**src/rtl/decoder_stage_controller.sv**
```systemverilog
// Global stage sequencer for the union-find decoding array: runs GROW/MERGE rounds
// until no cluster is odd. Optional cycle profiling is enabled by DECODER_CYCLE_PROFILE_EN.
module decoder_stage_controller #(
  parameter int PU_COUNT            = 8,
  parameter int MERGE_SETTLE_CYCLES = 3,
  parameter int MAX_MERGE_CYCLES    = 64,
  parameter int MAX_GROW            = 16,
  parameter int ITER_WIDTH          = 5,
  parameter int STAGE_WIDTH         = 3
) (
  input  logic                   clk,
  input  logic                   reset,
  input  logic                   start,
  output logic                   ready,
  input  logic [PU_COUNT-1:0]    busy,
  input  logic [PU_COUNT-1:0]    odd,
  output logic [STAGE_WIDTH-1:0] global_stage,
  output logic                   result_valid,
  input  logic                   result_ready,
  output logic [ITER_WIDTH-1:0]  iteration_count,
  output logic                   grow_overflow,
  output logic                   merge_timeout,
  output logic [31:0]            cycle_count
);

  // Stage bus codes shared with the processing units.
  localparam logic [STAGE_WIDTH-1:0] STAGE_IDLE                = STAGE_WIDTH'(0);
  localparam logic [STAGE_WIDTH-1:0] STAGE_MEASUREMENT_LOADING = STAGE_WIDTH'(1);
  localparam logic [STAGE_WIDTH-1:0] STAGE_GROW                = STAGE_WIDTH'(2);
  localparam logic [STAGE_WIDTH-1:0] STAGE_MERGE               = STAGE_WIDTH'(3);
  localparam logic [STAGE_WIDTH-1:0] STAGE_RESULT_VALID        = STAGE_WIDTH'(4);

  localparam int MC_WIDTH = (MAX_MERGE_CYCLES > 1) ? $clog2(MAX_MERGE_CYCLES) : 1;
  localparam logic [MC_WIDTH-1:0]   SETTLE_K   = MC_WIDTH'(MERGE_SETTLE_CYCLES);
  localparam logic [MC_WIDTH-1:0]   LIMIT_K    = MC_WIDTH'(MAX_MERGE_CYCLES - 1);
  localparam logic [ITER_WIDTH-1:0] ITER_LIMIT = ITER_WIDTH'(MAX_GROW);
  localparam logic [ITER_WIDTH-1:0] ITER_SAT   = '1;

  typedef enum logic [2:0] {
    S_IDLE,
    S_LOAD,
    S_GROW,
    S_MERGE,
    S_DONE
  } state_t;

  state_t                   state_reg, state_next;
  logic [ITER_WIDTH-1:0]    iter_reg, iter_next;
  logic                     grow_ovf_reg, grow_ovf_next;
  logic                     merge_to_reg, merge_to_next;
  logic [MC_WIDTH-1:0]      merge_cnt_reg, merge_cnt_next;
  logic [STAGE_WIDTH-1:0]   stage_reg, stage_next;
  logic                     ready_reg, valid_reg;
  logic                     settle_done, at_limit, merge_exit;

  // busy is only trusted once the PU stage and busy registers have caught up.
  assign settle_done = (merge_cnt_reg >= SETTLE_K);
  assign at_limit    = (merge_cnt_reg == LIMIT_K);
  assign merge_exit  = settle_done && ((busy == '0) || at_limit);

  always_comb begin
    state_next     = state_reg;
    iter_next      = iter_reg;
    grow_ovf_next  = grow_ovf_reg;
    merge_to_next  = merge_to_reg;
    merge_cnt_next = merge_cnt_reg;
    case (state_reg)
      S_IDLE: begin
        if (start) begin
          state_next     = S_LOAD;
          iter_next      = '0;
          grow_ovf_next  = 1'b0;
          merge_to_next  = 1'b0;
          merge_cnt_next = '0;
        end
      end
      S_LOAD: state_next = S_GROW;
      S_GROW: begin
        if (iter_reg != ITER_SAT) iter_next = iter_reg + 1'b1;
        merge_cnt_next = '0;
        state_next     = S_MERGE;
      end
      S_MERGE: begin
        merge_cnt_next = merge_cnt_reg + 1'b1;
        if (merge_exit) begin
          if (at_limit && (busy != '0)) merge_to_next = 1'b1;
          if (odd == '0) begin
            state_next = S_DONE;
          end else if (iter_reg < ITER_LIMIT) begin
            state_next = S_GROW;
          end else begin
            state_next    = S_DONE;
            grow_ovf_next = 1'b1;
          end
        end
      end
      S_DONE: begin
        if (result_ready) state_next = S_IDLE;
      end
      default: state_next = S_IDLE;
    endcase

    case (state_next)
      S_LOAD:  stage_next = STAGE_MEASUREMENT_LOADING;
      S_GROW:  stage_next = STAGE_GROW;
      S_MERGE: stage_next = STAGE_MERGE;
      S_DONE:  stage_next = STAGE_RESULT_VALID;
      default: stage_next = STAGE_IDLE;
    endcase
  end

  // Outputs are registered from the next state so they align with the state register.
  always_ff @(posedge clk) begin
    if (reset) begin
      state_reg     <= S_IDLE;
      iter_reg      <= '0;
      grow_ovf_reg  <= 1'b0;
      merge_to_reg  <= 1'b0;
      merge_cnt_reg <= '0;
      stage_reg     <= STAGE_IDLE;
      ready_reg     <= 1'b1;
      valid_reg     <= 1'b0;
    end else begin
      state_reg     <= state_next;
      iter_reg      <= iter_next;
      grow_ovf_reg  <= grow_ovf_next;
      merge_to_reg  <= merge_to_next;
      merge_cnt_reg <= merge_cnt_next;
      stage_reg     <= stage_next;
      ready_reg     <= (state_next == S_IDLE);
      valid_reg     <= (state_next == S_DONE);
    end
  end

  assign ready           = ready_reg;
  assign result_valid    = valid_reg;
  assign global_stage    = stage_reg;
  assign iteration_count = iter_reg;
  assign grow_overflow   = grow_ovf_reg;
  assign merge_timeout   = merge_to_reg;

`ifdef DECODER_CYCLE_PROFILE_EN
  logic [31:0] cycle_count_reg;

  always_ff @(posedge clk) begin
    if (reset) begin
      cycle_count_reg <= '0;
    end else if ((state_reg == S_IDLE) && start) begin
      cycle_count_reg <= '0;
    end else if ((state_reg inside {S_LOAD, S_GROW, S_MERGE}) && (cycle_count_reg != 32'hFFFF_FFFF)) begin
      cycle_count_reg <= cycle_count_reg + 32'd1;
    end
  end

  assign cycle_count = cycle_count_reg;
`else
  assign cycle_count = '0;
`endif

endmodule

```
**config.mk**
```make
export PLATFORM = sky130hd
export DESIGN_NAME = decoder_stage_controller
export DESIGN_NICKNAME = d
export VERILOG_FILES = /design/src/rtl/decoder_stage_controller.sv
export SDC_FILE = /design/constraint.sdc
export NUM_CORES = 1
export LEC_CHECK = 0
export BUFFER_PORTS_ARGS = -buffer_cell sky130_fd_sc_hd__buf_4
export CORE_MARGIN = 1
export CORE_UTILIZATION = 30
export CTS_CLUSTER_SIZE = 28
export DETAILED_ROUTE_END_ITERATION = 16
export HOLD_SLACK_MARGIN = 0.05
export PLACE_DENSITY = 0.67
export SYNTH_ARGS = -nofsm -noshare
export SYNTH_HDL_FRONTEND = slang
export SYNTH_SLANG_ARGS = --single-unit
```
**constraint.sdc**
```tcl
create_clock -name clk -period 2.1 [get_ports clk]
set_input_delay 0.105 -clock clk [delete_from_list [all_inputs] [get_ports clk]]
set_output_delay 0.105 -clock clk [all_outputs]
set_load 0.02 [all_outputs]
```
== Word level (Yosys, flattened, before mapping) ==
Index checks and enable logic that the tools add are counted.
Storage, ports and cells
  flip-flop bits (word level): 21
  input bits: 20
  word-level logic and storage cells: 63
Operators by class
  add/subtract/negate cells: 2
  order comparisons: 2
  equal/unequal tests: 16
  mux-type cells: 20
  reduce and logical (&&, ||, !) cells: 15
Operator list (count)
  one-hot mux 6 bit (3 select lines): 1
  zero test 8 bit: 2
  two-way mux 3 bit: 5
  one-hot mux 3 bit (5 select lines): 1
  equality test 3 x 2 -> 1 bit, second input constant: 4
  != test 2 bit, second input constant: 6
  one-hot mux 3 bit (4 select lines): 1
  two-way mux 5 bit: 2
  one-hot mux 5 bit (2 select lines): 1
  nonzero test 8 bit: 1
  adder 6 x 1 -> 6 bit, second input constant: 1
  equality test 3 x 1 -> 1 bit, second input constant: 2
  equality test 3 bit, second input constant: 2
  equality test 6 bit, second input constant: 1
  >= comparator 6 x 2 -> 1 bit, second input constant: 1
  zero test 3 bit: 2
  two-way mux 1 bit: 6
  two-way mux 6 bit: 1
  adder 5 x 1 -> 5 bit, second input constant: 1
  < comparator 5 bit, second input constant: 1
  != test 5 bit, second input constant: 1
  AND reduction 5 bit: 1
  one-hot mux 1 bit (2 select lines): 2
  AND reduction 4 bit: 1
  other kinds (6): 8

== Longest topological paths before layout ==
  word-level depth: 7
  gate-level depth with buffers: 7

== Least setup slack after synthesis ==
No wires, ideal clock.
  path type: register to register
  from: reg state_reg[1]
  to: reg merge_cnt_reg[5]
  arrival: 1540 ps
  data required time: 1985 ps
  path slack: 445 ps
  cell stages (with the launch flop): 7
  buffers on the path: 1
  period minus slack after synthesis: 1655 ps
  cell sequence: dfxtp_1 > or4b_1 > buf_6 > nand2_8 > nand4_4 > o21a_1 > o21ba_1
Between the ends
  longest elaborated chain between the ends: 3
Ends and longest elaborated chain
  from (decl): RTL line 47  | state_t state_reg, state_next;
  from (signal assigned): RTL line 124  | state_reg <= state_next;
  equality test 3 x 2 -> 1 bit or zero test 3 bit (tied branches): RTL line 67  | case (state_reg)
  nonzero test 3 bit (no line) or != test 2 bit (tied branches)
  AND reduction 2 bit (no line)
  to (signal assigned): RTL line 128  | merge_cnt_reg <= merge_cnt_next;
  to (decl): RTL line 51  | logic [MC_WIDTH-1:0] merge_cnt_reg, merge_cnt_next;
Parallel ways exist; a longest one is shown, timed or not.
A chain may end at the register's enable or synchronous reset.

== Worst setup path after layout ==
Same ends and word-level chain as after synthesis.

==> report_table.html <==
<table>
<tr><th>Metric</th><th>Value</th></tr>
<tr><th colspan="2">Run status</th></tr>
<tr><td>Status</td><td>complete, no violations</td></tr>
<tr><th colspan="2">Routing</th></tr>
<tr><td>Routed len/inst</td><td>9.28 um</td></tr>
<tr><td>Total wirelength of the detailed-routed design</td><td>2060 um</td></tr>
<tr><td>Remaining DRCs</td><td>0</td></tr>
<tr><td>Via density per instance</td><td>4.28</td></tr>
<tr><td>Initial detailed-routing violation count</td><td>17</td></tr>
<tr><td>Total via count in the routed design</td><td>950</td></tr>
<tr><td>Final ANT Viol Nets</td><td>0</td></tr>
<tr><td>First drt pass iteration count</td><td>4</td></tr>
<tr><th colspan="2">STA</th></tr>
<tr><td>Final critical-path required period</td><td>1860 ps</td></tr>
<tr><td>Worst hold slack across all endpoints</td><td>63.8 ps</td></tr>
<tr><td>Achievable Freq</td><td>537 MHz</td></tr>
<tr><td>Final worst path period share</td><td>88.7%</td></tr>
<tr><td>Fin Clk Skew</td><td>1.32 ps</td></tr>
<tr><td>Number of hold violations in the final report</td><td>0</td></tr>
<tr><td>Setup WS post-layout</td><td>238 ps</td></tr>
<tr><td>Setup repair after global routing missed its margin</td><td>no</td></tr>
<tr><td>Slew margin rel.</td><td>63.4%</td></tr>
<tr><td>Sum Neg Setup Slack</td><td>0 ps</td></tr>
<tr><td># setup viols final</td><td>0</td></tr>
<tr><td>Max-slew violations</td><td>0</td></tr>
<tr><td>Worst Max-Slew Pin Slew</td><td>550 ps</td></tr>
<tr><th colspan="2">Pwr</th></tr>
<tr><td>Reported leakage power</td><td>0.693 nW</td></tr>
<tr><td>Part of the power in the clock network</td><td>28.9%</td></tr>
<tr><td>Psw</td><td>0.273 mW</td></tr>
<tr><td>PwrDens</td><td>629 nW/um2</td></tr>
<tr><td>Fraction of power consumed by sequential logic</td><td>48.7%</td></tr>
<tr><td>Switching Fraction</td><td>30.5%</td></tr>
<tr><td>Combinational share of power</td><td>22.4%</td></tr>
<tr><td>Worst IR drop on VDD</td><td>0.271 mV</td></tr>
<tr><td>Total power</td><td>0.894 mW</td></tr>
<tr><td>Internal power of the cells</td><td>0.621 mW</td></tr>
<tr><th colspan="2">Global route</th></tr>
<tr><td>All-Layer GR Usage</td><td>9.98%</td></tr>
<tr><td>Wire length of the first global-routing pass</td><td>3280 um</td></tr>
<tr><td>Antenna violations before repair</td><td>0</td></tr>
<tr><td>Number of global-route vias before repair</td><td>781</td></tr>
<tr><td>Total grt overflow</td><td>0</td></tr>
<tr><td>Pin count of the biggest net entering global routing</td><td>13</td></tr>
<tr><th colspan="2">Cells and area</th></tr>
<tr><td>Largest register FFs</td><td>6</td></tr>
<tr><td>Multi-input logic area</td><td>654 um2</td></tr>
<tr><td>Layout Cells excl Fill</td><td>222</td></tr>
<tr><td>Storage cell area</td><td>420 um2</td></tr>
<tr><td>Area growth from synthesis to layout</td><td>16.8%</td></tr>
<tr><td>Layout Cell Area excl Fill</td><td>1420 um2</td></tr>
<tr><td>Post-layout net count</td><td>198</td></tr>
<tr><td>Share of final-layout standard cells stronger than drive strength 1</td><td>22.4%</td></tr>
<tr><td>Share of the core filled with cells in the final layout</td><td>37.7%</td></tr>
<tr><td>Layout filler cell count</td><td>409</td></tr>
<tr><td>Antenna diodes</td><td>0</td></tr>
<tr><th colspan="2">Floorplanning</th></tr>
<tr><td>Row Count</td><td>22</td></tr>
<tr><td>Initial Utilization</td><td>32.3%</td></tr>
<tr><td>Die area</td><td>4320 um2</td></tr>
<tr><td>Count of pins on the block boundary</td><td>64</td></tr>
<tr><td>Die height</td><td>65.7 um</td></tr>
<tr><td>Core area</td><td>3770 um2</td></tr>
<tr><td>Die X-Extent</td><td>65.7 um</td></tr>
<tr><th colspan="2">Clock tree</th></tr>
<tr><td>Count of cells resized by post-cts repair</td><td>0</td></tr>
<tr><td>Clock network latency to the later pin of the worst-skew pair</td><td>260 ps</td></tr>
<tr><td>Cell chosen for the clock root</td><td>sky130_fd_sc_hd__clkbuf_8</td></tr>
<tr><td>Total number of H-tree levels</td><td>1</td></tr>
<tr><td>Number of post-CTS setup repair buffers</td><td>0</td></tr>
<tr><td>Total clock buffers created by CTS</td><td>3</td></tr>
<tr><td>Hold Buf Count CTS</td><td>0</td></tr>
<tr><td>CTS tree</td><td>yes</td></tr>
<tr><td>Maximum clock path buffer count</td><td>2</td></tr>
<tr><td>Clock Pin Slew Worst Setup and Hold Paths</td><td>70 ps</td></tr>
<tr><td>Clk sink count</td><td>21</td></tr>
<tr><th colspan="2">Synthesis</th></tr>
<tr><td>Synth Area in Compound Gates</td><td>11.9%</td></tr>
<tr><td>Number of synthesized register bits</td><td>21</td></tr>
<tr><td>Post-synth EDFFs</td><td>0</td></tr>
<tr><td>Main combinational cell family by area after synthesis</td><td>simple AND/OR/NAND/NOR gates</td></tr>
<tr><td>Top_reg_cell synth</td><td>sky130_fd_sc_hd__dfxtp_1</td></tr>
<tr><td>Area share of and/or/nand/nor cells after synthesis</td><td>25.3%</td></tr>
<tr><td>Post-synth design cell area</td><td>1220 um2</td></tr>
<tr><td>Synth top area cells</td><td>sky130_fd_sc_hd__dfxtp_1 (35%), sky130_fd_sc_hd__buf_4 (20%), sky130_fd_sc_hd__a21oi_1 (4.5%), sky130_fd_sc_hd__nor2_1 (4.0%), sky130_fd_sc_hd__nand2_1 (3.4%)</td></tr>
<tr><td>Leading post-synthesis cells by instance count</td><td>sky130_fd_sc_hd__buf_4 (32), sky130_fd_sc_hd__dfxtp_1 (21), sky130_fd_sc_hd__nor2_1 (13), sky130_fd_sc_hd__a21oi_1 (11), sky130_fd_sc_hd__nand2_1 (11)</td></tr>
<tr><td>Xor/xnor share of the synthesized area</td><td>3.60%</td></tr>
<tr><td>Mapped Cells</td><td>141</td></tr>
<tr><td>Largest area contributor in the synthesized netlist</td><td>sky130_fd_sc_hd__dfxtp_1</td></tr>
<tr><td>Async set-or-reset flop fraction in the synthesized netlist</td><td>0%</td></tr>
<tr><td>Multiplexer fraction of the synthesized cell area</td><td>0%</td></tr>
<tr><td>Avg Inst Size Synth</td><td>8.63 um2</td></tr>
<tr><td>Share of the synthesized area in the top cell type</td><td>34.5%</td></tr>
<tr><td>Yosys synthesis warning count</td><td>0</td></tr>
<tr><td>Adder and majority cell fraction of the synthesized area</td><td>3.08%</td></tr>
<tr><td>Sequential-to-total area share from yosys stat</td><td>34.5%</td></tr>
<tr><td>Synth cell types</td><td>36</td></tr>
<tr><td>Dominant cell by count in the synthesized netlist</td><td>sky130_fd_sc_hd__buf_4</td></tr>
<tr><th colspan="2">Worst setup path</th></tr>
<tr><td>Crit path max fanout</td><td>8</td></tr>
<tr><td>Type of element capturing the critical path</td><td>flop</td></tr>
<tr><td>Classification of the worst setup path</td><td>reg -&gt; reg</td></tr>
<tr><td>Required time at the worst-slack endpoint</td><td>2260 ps</td></tr>
<tr><td>Data arrival time of the critical path</td><td>2020 ps</td></tr>
<tr><td>Critical path launch point type</td><td>flop</td></tr>
<tr><th colspan="2">Place</th></tr>
<tr><td>Placed cell areas</td><td>1380 um2</td></tr>
<tr><td>Dpl cells</td><td>218</td></tr>
<tr><td>PortBufs</td><td>31</td></tr>
<tr><td>Detailed-placement wirelength estimate</td><td>1640 um</td></tr>
<tr><td>Routability congestion estimate from global placement</td><td>0.793</td></tr>
<tr><td>Worst setup slack before clock tree synthesis</td><td>233 ps</td></tr>
<tr><th colspan="2">Flow run</th></tr>
<tr><td># Max-Cap Violations</td><td>0</td></tr>
<tr><th colspan="2">Hold path</th></tr>
<tr><td>Type of the tightest min-delay check</td><td>in -&gt; reg</td></tr>
</table>
==> cell type report <==
type | count | share of cell area, %
Clock buffer | 3 | 2.90
Clock inverter | 1 | 0.352
Inverter | 2 | 0.528
Multi-Input combinational cell | 116 | 46.0
Sequential cell | 21 | 29.6
Tap cell | 48 | 4.23
Timing Repair Buffer | 31 | 16.4
==> cell usage in the layout, fill, tap and decap left out, drive strengths merged, types with 4 or more instances in the layout <==
master / instances
nor4: 4
nand2: 12
xor2: 4
nand3: 4
conb: 32
nor2: 13
a21oi: 11
dfxtp: 21
buf: 31
==> layer usage <==
metal,share of wire [%],global-route usage [%]
met1,47,12.8
met2,43,14.8
met3,7.8,3.65
met4,1.4,4.35
met5,0,0
==> critical path, cell delays in order, from the launching register on <==
cell	delay, ps
sky130_fd_sc_hd__dfxtp_1	350
sky130_fd_sc_hd__or4b_1	740
sky130_fd_sc_hd__nand2_8	170
sky130_fd_sc_hd__nand4_4	120
sky130_fd_sc_hd__o21a_1	200
sky130_fd_sc_hd__o21ba_1	170
==> power groups by stage <==
stage | Sequential [mW] | Clock (mW) | Combinational [mW]
final | 0.436 | 0.258 | 0.200
after global routing | 0.439 | 0.289 | 0.222
after CTS | 0.435 | 0.268 | 0.202
after detailed placement | 0.444 | 0 | 0.201
after global placement | 0.444 | 0 | 0.201
after floorplan | 0.454 | 0 | 0.180
==> worst paths after layout <==
check	startpoint	endpoint	slack, ps	depth (start not counted)
worst max-delay path	state_reg[1]	merge_cnt_reg[5]	240	5
worst min-delay path	reset	iteration_count[1]	60	2
worst max register to register	state_reg[1]	merge_cnt_reg[5]	240	5
worst min register to register	grow_overflow	grow_overflow	470	2
==> cell families (layout without fill, tap and decap cells) <==
group           count (synthesis)  count (layout)
other cells                     1              32
flops                          21              21
buf+inv                        35              37
simple gates                   53              53
compound gates                 23              23
xor+xnor                        5               5
fa+ha+maj                       3               3
Power figures use the tool's default switching activity.
